==> config.mk <==
export PLATFORM = sky130hd
export DESIGN_NAME = instr_fetch_unit
export DESIGN_NICKNAME = d
export VERILOG_FILES = /design/src/rtl/instr_fetch_unit.sv
export SDC_FILE = /design/constraint.sdc
export NUM_CORES = 1
export LEC_CHECK = 0
export BUFFER_PORTS_ARGS = -buffer_cell sky130_fd_sc_hd__buf_2
export CAP_MARGIN = 20
export CELL_PAD_IN_SITES_DETAIL_PLACEMENT = 1
export CELL_PAD_IN_SITES_GLOBAL_PLACEMENT = 1
export CORE_ASPECT_RATIO = 1.1
export CORE_MARGIN = 2
export CORE_UTILIZATION = 30
export CTS_BUF_LIST = sky130_fd_sc_hd__clkbuf_8
export DETAILED_ROUTE_END_ITERATION = 10
export PLACE_DENSITY = 0.68
export SYNTH_ARGS = -nofsm -noshare
export SYNTH_HDL_FRONTEND = slang
export SYNTH_SLANG_ARGS = --single-unit
export TNS_END_PERCENT = 50
==> constraint.sdc <==
create_clock -name clk -period 2.3 [get_ports clk]
set_input_delay 0.46 -clock clk [delete_from_list [all_inputs] [get_ports clk]]
set_output_delay 0.46 -clock clk [all_outputs]
set_load 0.005 [all_outputs]
==> src/rtl/instr_fetch_unit.sv <==
// Instruction fetch stage: owns the PC, reads instruction memory, hands the
// fetched word to the IR stage with a one-cycle ir_write_en pulse, then waits
// for the control unit to request the next instruction.
module instr_fetch_unit #(
  parameter int unsigned ADDR_W  = 8,
  parameter int unsigned DATA_W  = 16,
  parameter int unsigned TIMEOUT = 15,
  parameter logic [3:0]  HALT_OP = 4'hF
) (
  input  logic              clk,
  input  logic              rst,
  input  logic              start,
  input  logic              next_instr,
  input  logic              pc_load,
  input  logic [ADDR_W-1:0] pc_load_val,
  output logic              mem_rd,
  output logic [ADDR_W-1:0] mem_addr,
  input  logic [DATA_W-1:0] mem_data,
  input  logic              mem_valid,
  output logic [DATA_W-1:0] ir_din,
  output logic              ir_write_en,
  output logic [ADDR_W-1:0] pc,
  output logic              busy,
  output logic              halted,
  output logic              mem_err
);

  typedef enum logic [2:0] {
    IDLE, REQ, WAIT, LOAD, HOLD, HALTED
  } state_t;

  state_t      state, state_nx;
  logic [7:0]  cnt;
  logic        timeout_hit;
  logic        is_halt;
  logic        pc_load_ok;
  logic        resume;

  // WAIT has spent TIMEOUT cycles without data; this cycle aborts the fetch
  assign timeout_hit = (state == WAIT) && !mem_valid && (cnt == 8'(TIMEOUT - 1));
  assign is_halt     = (ir_din[DATA_W-1 -: 4] == HALT_OP);
  assign pc_load_ok  = pc_load && (state == IDLE || state == HOLD || state == HALTED);
  assign resume      = start && (state == IDLE || state == HALTED);

  // State register
  always_ff @(posedge clk or negedge rst) begin
    if (!rst) state <= IDLE;
    else      state <= state_nx;
  end

  // Next-state logic
  always_comb begin
    state_nx = state;
    unique case (state)
      IDLE:    if (start) state_nx = REQ;
      REQ:     state_nx = WAIT;
      WAIT:    if (mem_valid)        state_nx = LOAD;
               else if (timeout_hit) state_nx = IDLE;
      LOAD:    state_nx = is_halt ? HALTED : HOLD;
      HOLD:    if (next_instr) state_nx = REQ;
      HALTED:  if (start) state_nx = REQ;
      default: state_nx = IDLE;
    endcase
  end

  // Moore outputs decoded from state
  always_comb begin
    mem_rd      = (state == REQ);
    mem_addr    = pc;
    ir_write_en = (state == LOAD);
    busy        = (state == REQ) || (state == WAIT) || (state == LOAD);
    halted      = (state == HALTED);
  end

  // Datapath: PC, captured instruction, wait counter, sticky error flag.
  // A pc_load in HOLD takes effect on the same edge that enters REQ, so the
  // following request already presents the loaded address.
  always_ff @(posedge clk or negedge rst) begin
    if (!rst) begin
      pc      <= '0;
      ir_din  <= '0;
      cnt     <= '0;
      mem_err <= 1'b0;
    end else begin
      if (pc_load_ok)
        pc <= pc_load_val;
      else if (state == LOAD && !is_halt)
        pc <= pc + ADDR_W'(1);

      if (state == WAIT && mem_valid)
        ir_din <= mem_data;

      if (state == REQ)
        cnt <= '0;
      else if (state == WAIT && !mem_valid)
        cnt <= cnt + 8'd1;

      if (resume)
        mem_err <= 1'b0;
      else if (timeout_hit)
        mem_err <= 1'b1;
    end
  end

endmodule

==> impl_metrics.json, run 1 <==
{
  "area_growth_pct": 26.4,
  "grt_pass1_wl_um": 7360,
  "drt_iter0_drc": 41,
  "layout_commonest_cell": "buf_2",
  "power_density_nw_per_um2": 1220,
  "clk_latency_ps": 290,
  "track_usage": 0.142,
  "drv_slew": 0,
  "reg2regPathDepth": 4,
  "synth_seq_area_share": 0.503,
  "worstMarginPinSlew_ps": 822,
  "h-tree-depth": 2,
  "arrival_ps": 1450,
  "place_area_um2": 2170,
  "cts_root_buffer": "clkbuf_8",
  "drtAntennaViolNets": 0,
  "grt_max_degree": 37,
  "pin_count": 67,
  "clk_path_buf_depth": 2,
  "r2r-end": "ir_din[1]",
  "vias_per_cell": 4.75,
  "required_ps": 1840,
  "synth_area_um2": 1790,
  "numCtsBuffers": 5,
  "worst-setup-path-type": "reg -> out",
  "setup_viol": 0,
  "wire_per_inst_um": 14.6,
  "fmax_mhz": 525,
  "synth-edff-count": 0,
  "syn_area_per_cell_um2": 11.1,
  "rows": 29,
  "hold_ws_ps": 263,
  "dr.pass1.iters": 4,
  "antenna_cells": 0,
  "cts_tree": "done",
  "cp_max_fo": 11,
  "clkTransAtPathRegs_ps": 80,
  "tns_ps": 0,
  "num_vias": 1443,
  "final_nets": 259,
  "mostFrequentLayoutCells": "buf_2, dfrtp_1, mux2_2, nor2_1",
  "grt_pass1_vias": 1555,
  "die_area_um2": 6610,
  "syn-num-nets": 194,
  "max_slew_margin": 0.452,
  "status": "completed",
  "rsz0062_at_grt": "false",
  "vdd_ir_drop_max_mv": 0.456,
  "hold_violations": 0,
  "antenna_found_initial": 0,
  "stdcell_area_um2": 2260,
  "post_cts_resized": 0,
  "die_w_um": 77.7,
  "max_cap_violations": 0,
  "synth_seq_cells": 36,
  "core_area_um2": 5770,
  "leakagePower_nw": 1.06,
  "yosysWarnings": 0,
  "gr-total-overflow": 0,
  "route.detailed.drc": 0,
  "synth_top_flop_cell": "dfrtp_1",
  "cts.sinks": 36,
  "ctsHoldBuffers": 0,
  "die_h_um": 85.1,
  "worstHoldPathType": "in -> async",
  "routabilityCongestion": 0.751,
  "finClkSkew_ps": 4.66,
  "synthCells": 161,
  "floorplan.initialDensity": 0.311,
  "worst_setup_path_end_kind": "primary output",
  "period_share": 0.829,
  "postSynth.asyncResetShare": 1.00,
  "routed_wl_um": 4440,
  "rr_startpoint": "state[1]",
  "dp_hpwl_um": 3370,
  "drive_gt1_frac": 0.449,
  "post_cts_buffers": 0,
  "timing.final.crit_period_ps": 1910,
  "start_kind": "flop",
  "yosysUniqueCellTypes": 36,
  "port_buffers": 66,
  "regToRegSetupSlack_ps": 430
}
## state kept, by name, indices dropped and copies added (netlist names)
register,flops
mem_addr,8
mem_err,1
ir_din,16
cnt,8
state,3
## critical path: stages, from the launching register on
cell and delay (ps):
dfrtp_1 610, nand2b_1 220, nor2_1 190, buf_2 140
## synthesized netlist by cell type (all sizes together), types with 5 or more instances
cell / number / area (µm²)
a21oi: 5 / 25.0
buf: 12 / 88.8
dfrtp: 36 / 901
inv: 5 / 18.8
mux2: 18 / 203
nand2: 7 / 26.3
nand3: 5 / 25.0
nor2: 16 / 60.1
o21ai: 5 / 25.0
xnor2: 7 / 61.3
## cell families after synthesis
logic type	after synthesis	synth area share
AO/OA/AOI/OAI	19	0.0677
XOR/XNOR	11	0.0538
buffers and inverters	19	0.0642
adder cells (fa/ha/maj)	3	0.0210
multiplexers	20	0.124
flip-flops	36	0.503
AND/OR/NAND/NOR	53	0.166
## how the worst max path moves through the flow
stage,start,endpoint,cells after the start
global placement,state[0],cnt[7],4
detailed placement,state[1],ir_din[1],4
CTS,state[0],mem_rd,3
floorplan,state[1],ir_din[0],5
global route,state[0],mem_rd,3
finish,state[0],mem_rd,3
## power breakdown
group | leakage [nW] | internal [W] | switching (W) | total, W
Sequential | 0.445 | 0.000885 | 0.000280 | 0.00117
Clock | 0.0434 | 0.000243 | 0.000243 | 0.000485
Combinational | 0.570 | 0.000615 | 0.000506 | 0.00112
Total | 1.06 | 0.00174 | 0.00103 | 0.00277
## layout make-up
| cell class | count | area (µm²) |
|---|---|---|
| fillers | 673 | 3500 |
| clock buffers | 6 | 82.6 |
| flip-flops and latches | 36 | 901 |
| well taps | 77 | 96.3 |
| repair buffers | 72 | 375 |
| clock inverters | 2 | 15.0 |
| multi-input cells | 106 | 776 |
| inverters | 5 | 18.8 |
## layer usage
| metal | share of wire | vias to the layer above | track usage |
|---|---|---|---|
| li1 | - | 695 | - |
| met1 | 0.43 | 706 | 0.169 |
| met2 | 0.51 | 37 | 0.240 |
| met3 | 0.049 | 5 | 0.0447 |
| met4 | 0.015 | 0 | 0.0536 |
| met5 | 0 | - | 0 |
## metrics by stage
step | setup slack, ps | total power [W] | instances | utilization
final | 394 | 0.00277 | 304 | 0.393
after floorplan | 530 | 0.00187 | 161 | -
after global routing | 233 | 0.00299 | 304 | 0.393
after detailed placement | 433 | 0.00233 | 296 | 0.376
after CTS | 355 | 0.00283 | 304 | 0.393
after global placement | 473 | 0.00228 | 296 | 0.376
Power figures use the tool's default switching activity.
==> run 2: changes to the inputs <==
ABC_AREA = 1   (was not set)
PLACE_DENSITY = 0.74   (was 0.68)
clock period = 1.6 ns   (was 2.3 ns; I/O delays follow)
==> impl_metrics.json, run 2 <==
{
  "status": "completed",
  "hold_violations": 0,
  "synth_seq_area_share": 0.447,
  "syn_area_per_cell_um2": 7.61,
  "drv_slew": 0,
  "mostFrequentLayoutCells": "nand2_1, buf_2, dfrtp_1, nand3_1, inv_1",
  "use_met1": 0.204,
  "grt.busiest_layer": "met2",
  "cts_tree": "done",
  "power_density_nw_per_um2": 1710,
  "synth_top_flop_cell": "dfrtp_1",
  "vdd_ir_drop_max_mv": 0.589,
  "vias_per_cell": 4.56,
  "area_growth_pct": 24.8,
  "arrival_ps": 1190,
  "die_w_um": 82.2,
  "cts_root_buffer": "clkbuf_8",
  "worstHoldPathType": "in -> async",
  "met3_usage": 0.0311,
  "gr-usage-met2": 0.259,
  "finClkSkew_ps": 3.52,
  "start_kind": "flop",
  "ctsHoldBuffers": 0,
  "layout_commonest_cell": "nand2_1",
  "core_area_um2": 6560,
  "floorplan.initialDensity": 0.308,
  "yosysMostFrequentCell": "nand2_1",
  "rsz0062_at_grt": "false",
  "tns_ps": 0,
  "antenna_found_initial": 0,
  "cp_max_fo": 5,
  "die_h_um": 90.0,
  "max_slew_margin": 0.683,
  "drive_gt1_frac": 0.306,
  "num_vias": 1891,
  "required_ps": 1280,
  "max_cap_violations": 0,
  "final_nets": 366,
  "period_share": 0.943,
  "leakagePower_nw": 1.43,
  "postSynth.asyncResetShare": 1.00,
  "dr.pass1.iters": 4,
  "fmax_mhz": 663,
  "timing.final.crit_period_ps": 1510,
  "clk_latency_ps": 280,
  "gr-total-overflow": 0,
  "pin_count": 67,
  "worstMarginPinSlew_ps": 476,
  "yosysWarnings": 0,
  "wire_per_inst_um": 12.8,
  "routed_wl_um": 5330,
  "fillers": 844,
  "cts.sinks": 36,
  "rows": 31,
  "synth_seq_cells": 36,
  "route.detailed.drc": 0,
  "yosysTopAreaCell": "dfrtp_1",
  "h-tree-depth": 2,
  "drt_iter0_drc": 52,
  "worst_setup_path_end_kind": "primary output",
  "clk_path_buf_depth": 2,
  "die_area_um2": 7390,
  "dp_hpwl_um": 4050,
  "synth_area_um2": 2020,
  "grt_pass1_vias": 1987,
  "port_buffers": 66,
  "synthCells": 265,
  "stdcell_area_um2": 2520,
  "netlist.area_leader.share": 0.447,
  "routabilityCongestion": 0.807,
  "synth_area_leaders": "dfrtp_1, nand2_1, nand3_1",
  "drtAntennaViolNets": 0,
  "yosysUniqueCellTypes": 29,
  "top_register": "ir_din",
  "grt_pass1_wl_um": 9170,
  "numCtsBuffers": 5,
  "syn-num-nets": 298,
  "ys_top_cells_by_count": "nand2_1, dfrtp_1, nand3_1",
  "setup_viol": 0,
  "track_usage": 0.158,
  "worst-setup-path-type": "reg -> out",
  "grt_max_degree": 37,
  "totalPowerFinal_w": 0.00431,
  "place_area_um2": 2390,
  "clkTransAtPathRegs_ps": 70,
  "synth-edff-count": 0,
  "antenna_cells": 0,
  "largest_reg_flops": 16
}
==> run 2: final timing paths <==
| check | endpoint | cells past startpoint | slack [ps] | startpoint |
|---|---|---|---|---|
| max in group asynchronous | state[2] | 2 | 1160 | rst |
| worst max-delay path | halted | 4 | 90 | state[1] |
| worst min-delay path | ir_din[6] | 2 | 80 | rst |
| worst min register to register | ir_din[2] | 2 | 480 | ir_din[2] |
| worst max register to register | mem_addr[1] | 8 | 160 | state[2] |
| min in group clk | ir_din[4] | 3 | 230 | mem_data[4] |
==> run 2: metal layers <==
metal / vias to the layer above / wire (µm)
met3: 4 / 244
met5: - / 0
met1: 888 / 2400
li1: 958 / -
met2: 41 / 2620
met4: 0 / 66
==> run 2: metrics by stage <==
| stage | worst slack, ps | hold slack (ps) | utilization | cells |
|---|---|---|---|---|
| after global routing | 18.4 | 105 | 0.384 | 415 |
| final | 91.2 | 76.2 | 0.384 | 415 |
| after floorplan | 398 | 24.4 | - | 265 |
| after detailed placement | 210 | 407 | 0.364 | 404 |
| after CTS | 75.8 | 85.5 | 0.384 | 415 |
| after global placement | 226 | 403 | 0.364 | 404 |
==> run 2: what timing repair did <==
| action | in CTS | in global routing |
|---|---|---|
| setup endpoints to repair | 2 | 0 |
| gates resized for setup | 3 | 0 |
| buffers inserted | 4 | 0 |
==> run 2: where the power goes <==
part | internal, W | total (W) | switching (W) | leakage (nW)
clock network | 0.000384 | 0.000710 | 0.000327 | 0.0503
logic | 0.000836 | 0.00197 | 0.00114 | 0.919
registers | 0.00126 | 0.00163 | 0.000370 | 0.458
==> run 2: worst max-delay path: stages (launching register included) <==
cell     delay, ps
dfrtp_2        440
inv_1          110
nand2_1         80
nor2_1         140
buf_2          140
==> run 2: cells by family (layout without fill, tap and decap cells) <==
group                    count (synthesis)  after routing  synth area share
AND/OR/NAND/NOR                        175            175             0.394
buffers and inverters                   38            106            0.0931
flip-flops                              36             36             0.447
AO/OA/AOI/OAI                           11             11            0.0391
adder cells (fa/ha/maj)                  3              3            0.0186
XOR/XNOR                                 2              2           0.00869
==> run 2: final cells by class <==
class                           instances  area [µm²]  share of cell area
Inverter                               26         103              0.0408
Sequential cell                        36         905               0.360
Timing Repair Buffer                   73         383               0.152
Clock buffer                            7        96.3              0.0383
Multi-Input combinational cell        191         927               0.368
Tap cell                               82         103              0.0408
